`config.mk`:
```
export PLATFORM = sky130hd
export DESIGN_NAME = instruction_fetch_stage
export DESIGN_NICKNAME = d
export VERILOG_FILES = /design/src/rtl/instruction_fetch_stage.sv
export SDC_FILE = /design/constraint.sdc
export NUM_CORES = 1
export LEC_CHECK = 0
export ABC_CLOCK_PERIOD_IN_PS = 6500
export CAP_MARGIN = 10
export CORE_MARGIN = 1
export CORE_UTILIZATION = 48
export DETAILED_ROUTE_END_ITERATION = 10
export PLACE_DENSITY = 0.85
export SLEW_MARGIN = 20
export SYNTH_ARGS = -nofsm -noshare
export SYNTH_HDL_FRONTEND = slang
export SYNTH_SLANG_ARGS = --single-unit
```
`constraint.sdc`:
```
create_clock -name clk -period 6.5 [get_ports clk]
set_input_delay 1.625 -clock clk [delete_from_list [all_inputs] [get_ports clk]]
set_output_delay 1.625 -clock clk [all_outputs]
set_load 0.1 [all_outputs]
```
`src/rtl/instruction_fetch_stage.sv`:
```
// -----------------------------------------------------------------------------
// instruction_fetch_stage
//
// Owns the program counter, drives it to a combinational instruction memory
// and latches the returned word into the IF/ID pipeline register.
//
// The next PC comes from one of three sources:
//   - sequential PC+4
//   - a redirect target from downstream (taken branch or jr), which also
//     flushes IF/ID
//   - optionally, an early-resolved `j` target
//
// Stall freezes both the PC and IF/ID. Redirect overrides Stall, and reset
// overrides everything.
//
// Build option:
//   FETCH_EARLY_JUMP_EN  When defined, a `j` (opcode 000010) is resolved here
//                        and squashed, so it never reaches IF/ID. When not
//                        defined, `j` is latched like any other instruction
//                        and downstream must redirect for it.
// -----------------------------------------------------------------------------
module instruction_fetch_stage #(
    parameter logic [31:0] RESET_PC = 32'h00400000
) (
    input  logic        clk,
    input  logic        reset,
    output logic [31:0] PC_Address,
    input  logic [31:0] Instruction,
    input  logic        Stall,
    input  logic        Redirect,
    input  logic [31:0] RedirectTarget,
    output logic        IFID_Valid,
    output logic [31:0] IFID_Instruction,
    output logic [31:0] IFID_PC,
    output logic [31:0] IFID_PCPlus4
);

    // Architectural state and its next-state values
    logic [31:0] pc_reg;
    logic [31:0] pc_next;
    logic        ifid_valid_reg;
    logic        ifid_valid_next;
    logic [31:0] ifid_instr_reg;
    logic [31:0] ifid_instr_next;
    logic [31:0] ifid_pc_reg;
    logic [31:0] ifid_pc_next;
    logic [31:0] ifid_pc_plus4_reg;
    logic [31:0] ifid_pc_plus4_next;

    // Sequential successor of the current PC. It wraps silently at 2^32.
    logic [31:0] pc_plus4;
    assign pc_plus4 = pc_reg + 32'd4;

    // Redirect targets are forced to word alignment. The low bits are
    // intentionally dropped.
    logic [31:0] redirect_aligned;
    logic [1:0]  unused_redirect_low;
    assign redirect_aligned    = {RedirectTarget[31:2], 2'b00};
    assign unused_redirect_low = RedirectTarget[1:0];

    // Early jump detection. The target uses the region bits of the jump's
    // own PC+4, as the MIPS `j` semantics require.
    logic        take_jump;
    logic [31:0] jump_target;
`ifdef FETCH_EARLY_JUMP_EN
    localparam logic [5:0] OPC_J = 6'b000010;
    assign take_jump   = (Instruction[31:26] == OPC_J);
    assign jump_target = {pc_plus4[31:28], Instruction[25:0], 2'b00};
`else
    assign take_jump   = 1'b0;
    assign jump_target = pc_plus4;
`endif

    // Next-state selection: redirect > stall > early jump > sequential fetch
    always_comb begin
        pc_next            = pc_reg;
        ifid_valid_next    = ifid_valid_reg;
        ifid_instr_next    = ifid_instr_reg;
        ifid_pc_next       = ifid_pc_reg;
        ifid_pc_plus4_next = ifid_pc_plus4_reg;

        if (Redirect) begin
            // Flush the wrong-path entry and refetch from the aligned target
            pc_next            = redirect_aligned;
            ifid_valid_next    = 1'b0;
            ifid_instr_next    = 32'd0;
            ifid_pc_next       = 32'd0;
            ifid_pc_plus4_next = 32'd0;
        end else if (!Stall) begin
            if (take_jump) begin
                // The `j` does its whole job here, so it becomes a bubble
                pc_next            = jump_target;
                ifid_valid_next    = 1'b0;
                ifid_instr_next    = 32'd0;
                ifid_pc_next       = 32'd0;
                ifid_pc_plus4_next = 32'd0;
            end else begin
                pc_next            = pc_plus4;
                ifid_valid_next    = 1'b1;
                ifid_instr_next    = Instruction;
                ifid_pc_next       = pc_reg;
                ifid_pc_plus4_next = pc_plus4;
            end
        end
    end

    // State registers. Reset wins over every other request.
    always_ff @(posedge clk) begin
        if (reset) begin
            pc_reg            <= RESET_PC;
            ifid_valid_reg    <= 1'b0;
            ifid_instr_reg    <= 32'd0;
            ifid_pc_reg       <= 32'd0;
            ifid_pc_plus4_reg <= 32'd0;
        end else begin
            pc_reg            <= pc_next;
            ifid_valid_reg    <= ifid_valid_next;
            ifid_instr_reg    <= ifid_instr_next;
            ifid_pc_reg       <= ifid_pc_next;
            ifid_pc_plus4_reg <= ifid_pc_plus4_next;
        end
    end

    assign PC_Address       = pc_reg;
    assign IFID_Valid       = ifid_valid_reg;
    assign IFID_Instruction = ifid_instr_reg;
    assign IFID_PC          = ifid_pc_reg;
    assign IFID_PCPlus4     = ifid_pc_plus4_reg;

endmodule
```
==> qor.csv <==
stage,metric,value,unit
run_status,outcome,"complete, no violations",
sta,fin_crit,3.93,ns
clock_network,clock_path_buffers,2,
sta,fin_setup_tns,0,ns
clock_network,holdBufCountCts,0,
placement,dp_hpwl,10600,um
yosys,yosysTopAreaCell,dfxtp_1,
pwr,power,2.07,mW
yosys,yosysWarnings,0,
clock_network,cts_tree,built,
floorplan,fp.coreArea,10900,um^2
clock_network,cts_num_sinks,123,
routing,vias,4903,
clock_network,clk_pin_slew_worst_paths,0.05,ns
sta,setup_viol,0,
sta,rsz0062_at_grt,no,
sta,fmax,255,MHz
pwr,powerDensity,268,nW/um^2
placement,dpl_cell_area,7220,um^2
pwr,p_leak,2.87,nW
sta,worst_pin_slew,1.03,ns
yosys,synth_xor_area_share,8.15,%
floorplan,rows,38,
yosys,synth-simple-area-share,19.2,%
sta,setup_ws,2.57,ns
critical_path,startpoint_type,flop,
yosys,synth_fa_ha_area_share,0.233,%
floorplan,die_area,11600,um^2
yosys,synthTopCellsByArea,"dfxtp_1, mux2i_1, nor2_1",
hold_path,hp-class,reg -> reg,
hold_path,hold_start,IFID_PCPlus4[8],
clock_network,clock_latency,0.52,ns
routing,drc,0,
global_route,grt_pass1_vias,4880,
global_route,track_usage,27.4,%
global_route,grt_pass1_wl,24500,um
layout,multi_input_area,2630,um^2
placement,dp_slack,2.64,ns
critical_path,slowest_delay,1.22,ns
yosys,synth_ff_type,dfxtp_1,
critical_path,end_kind,output pin,
placement,gp_congestion,0.784,
critical_path,startpoint,PC_Address[8],
pwr,vdd_drop_max,0.160,mV
routing,drt_first_pass_iters,4,
sta,period_share,60.4,%
sta,hold_violations,0,
floorplan,initial_core_util,49.3,%
layout,n_antenna_cell,0,
routing,wire_per_inst,16.8,um
sta,maxSlewViolCount,0,
layout,seqCellArea,2460,um^2
yosys,ys_seq_area_share,45.8,%
layout,layout.nets,827,
floorplan,die_h,108,um
critical_path,arrival,2.30,ns
sta,clock_skew,0.00828,ns
sta,holdWs,0.472,ns
global_route,antenna_found_initial,0,
critical_path,r2r_start,PC_Address[3],
global_route,grt-ovfl-total,0,
yosys,ys_ff_latch,123,
floorplan,io_pins,197,
placement,port_buffers,188,
yosys,synth-edff-count,0,
yosys,yosysTopAreaCellShare,45.8,%
critical_path,crit_type,reg -> out,
clock_network,htreeDepth,4,
routing,vias_per_cell,5.40,
layout,fin_area,7730,um^2
global_route,grt_max_degree,62,
clock_network,numCtsBuffers,17,
critical_path,critPathTopFamily,buffers and inverters,
routing,ant_nets,0,
clock_network,ctsResizeCount,0,
yosys,synth_top_family_by_area,simple AND/OR/NAND/NOR gates,
routing,drt_iter0_drc,222,
yosys,syn_inst,597,
yosys,synth_cell_type_count,42,
yosys,synth_compound_area_share,9.53,%
floorplan,die_width,108,um
yosys,synth_mux_area_share,11.4,%
layout,drive_above_1_share,6.51,%
yosys,synth_area_per_cell,9.00,um^2
critical_path,required,4.88,ns
clock_network,post_cts_buffers,0,
critical_path,crit_buf_inv,1,
layout,area_growth,43.8,%
clock_network,cts_root_buf,clkbuf_8,
run,maxCapViolCount,0,
routing,routed_wl,15300,um
critical_path,cp_slowest_cell,clkdlybuf4s50_1,
critical_path,path_cells,clkdlybuf4s50_1,
sta,relSlewSlack,31.0,%
layout,nFillCells,811,
yosys,async_flop_share,0,%
yosys,netlist_area,5370,um^2
critical_path,cp_max_fo,10,
==> worst register-to-register path, stage by stage, from the launching register on <==
cell and delay [ns]:
dfxtp_1 0.48, ha_1 0.31, nand4_1 0.18, or4_1 0.83, nor4_2 0.43, xnor2_1 0.20
a21oi_1 0.10
==> cell type report <==
type                    instances  share of cell area, %
well taps                     140                   2.27
flip-flops and latches        123                   31.9
multi-input cells             414                   34.0
repair buffers                195                   25.0
inverters                       7                  0.340
clock inverters                10                   1.04
clock buffers                  19                   5.46
==> where the power goes <==
group,switching (mW),internal [mW]
clock network,0.321,0.493
registers,0.0381,0.784
logic,0.311,0.125
total,0.670,1.40
==> stage by stage <==
step                      instances  util (%)
after floorplan                 602         -
after global placement          879      66.4
after detailed placement        879      66.4
after CTS                       908      71.0
after global routing            908      71.0
final                           908      71.0
==> flip-flops by register name, indices dropped and copies added (netlist names) <==
register and count:
IFID_Valid 1, IFID_PCPlus4 30, IFID_Instruction 32, IFID_PC 30
PC_Address 30
==> worst paths after layout <==
| kind | endpoint | slack (ns) | depth (start not counted) |
|---|---|---|---|
| hold reg to reg | IFID_PCPlus4[8] | 0.47 | 2 |
| setup reg to reg | IFID_PCPlus4[28] | 3.84 | 6 |
| setup / recovery | PC_Address[8] | 2.57 | 1 |
| hold / removal | IFID_PCPlus4[8] | 0.47 | 2 |
==> routing by layer <==
layer | GRT usage (%) | routed length [um]
met3 | 8.11 | 1200
met2 | 47.0 | 7640
met5 | 0 | 0
met1 | 31.9 | 6130
met4 | 10.6 | 288
==> layout by cell type (no fill, tap or decap), types with 3 or more instances in the layout <==
| cell type | synthesis | final |
|---|---|---|
| clkdlybuf4s50_1 | 0 | 187 |
| dfxtp_1 | 123 | 123 |
| nor2_1 | 106 | 106 |
| mux2i_1 | 61 | 61 |
| a21oi_1 | 39 | 39 |
| xnor2_1 | 30 | 30 |
| nand2_1 | 28 | 28 |
| xor2_1 | 20 | 20 |
| o21ai_0 | 19 | 19 |
| nand4_1 | 17 | 17 |
| a211oi_1 | 17 | 17 |
| clkbuf_16 | 0 | 16 |
| nand3_1 | 12 | 12 |
| nor3_1 | 8 | 8 |
| buf_4 | 8 | 8 |
| inv_1 | 7 | 7 |
| and3_1 | 7 | 7 |
| clkinv_2 | 0 | 7 |
| conb_1 | 1 | 6 |
| o22ai_1 | 5 | 5 |
| nor4_2 | 5 | 5 |
| nor4_1 | 4 | 4 |
| or4_1 | 3 | 3 |
| and4_1 | 3 | 3 |
| nor2b_1 | 3 | 3 |
| or2_2 | 3 | 3 |
==> cell families after synthesis <==
logic type,Yosys count
buffers and inverters,65
xor gates and xnor gates,50
and+or+nand+nor,208
other,1
DFF,123
AOI/OAI and AO/OA,88
muxes,61
adders and majority gates,1
==> cell usage after synthesis (all sizes together) (2+ instances only) <==
| master | instances |
|---|---|
| a211oi | 18 |
| a21oi | 39 |
| and3 | 7 |
| and4 | 3 |
| buf | 30 |
| clkbuf | 28 |
| dfxtp | 123 |
| inv | 7 |
| mux2i | 61 |
| nand2 | 28 |
| nand3 | 12 |
| nand4 | 18 |
| nor2 | 106 |
| nor2b | 3 |
| nor3 | 10 |
| nor4 | 10 |
| nor4b | 2 |
| o21ai | 20 |
| o21bai | 2 |
| o22ai | 5 |
| or2 | 3 |
| or4 | 3 |
| xnor2 | 30 |
| xor2 | 20 |
Note: power is estimated with default switching activity, not from simulation.
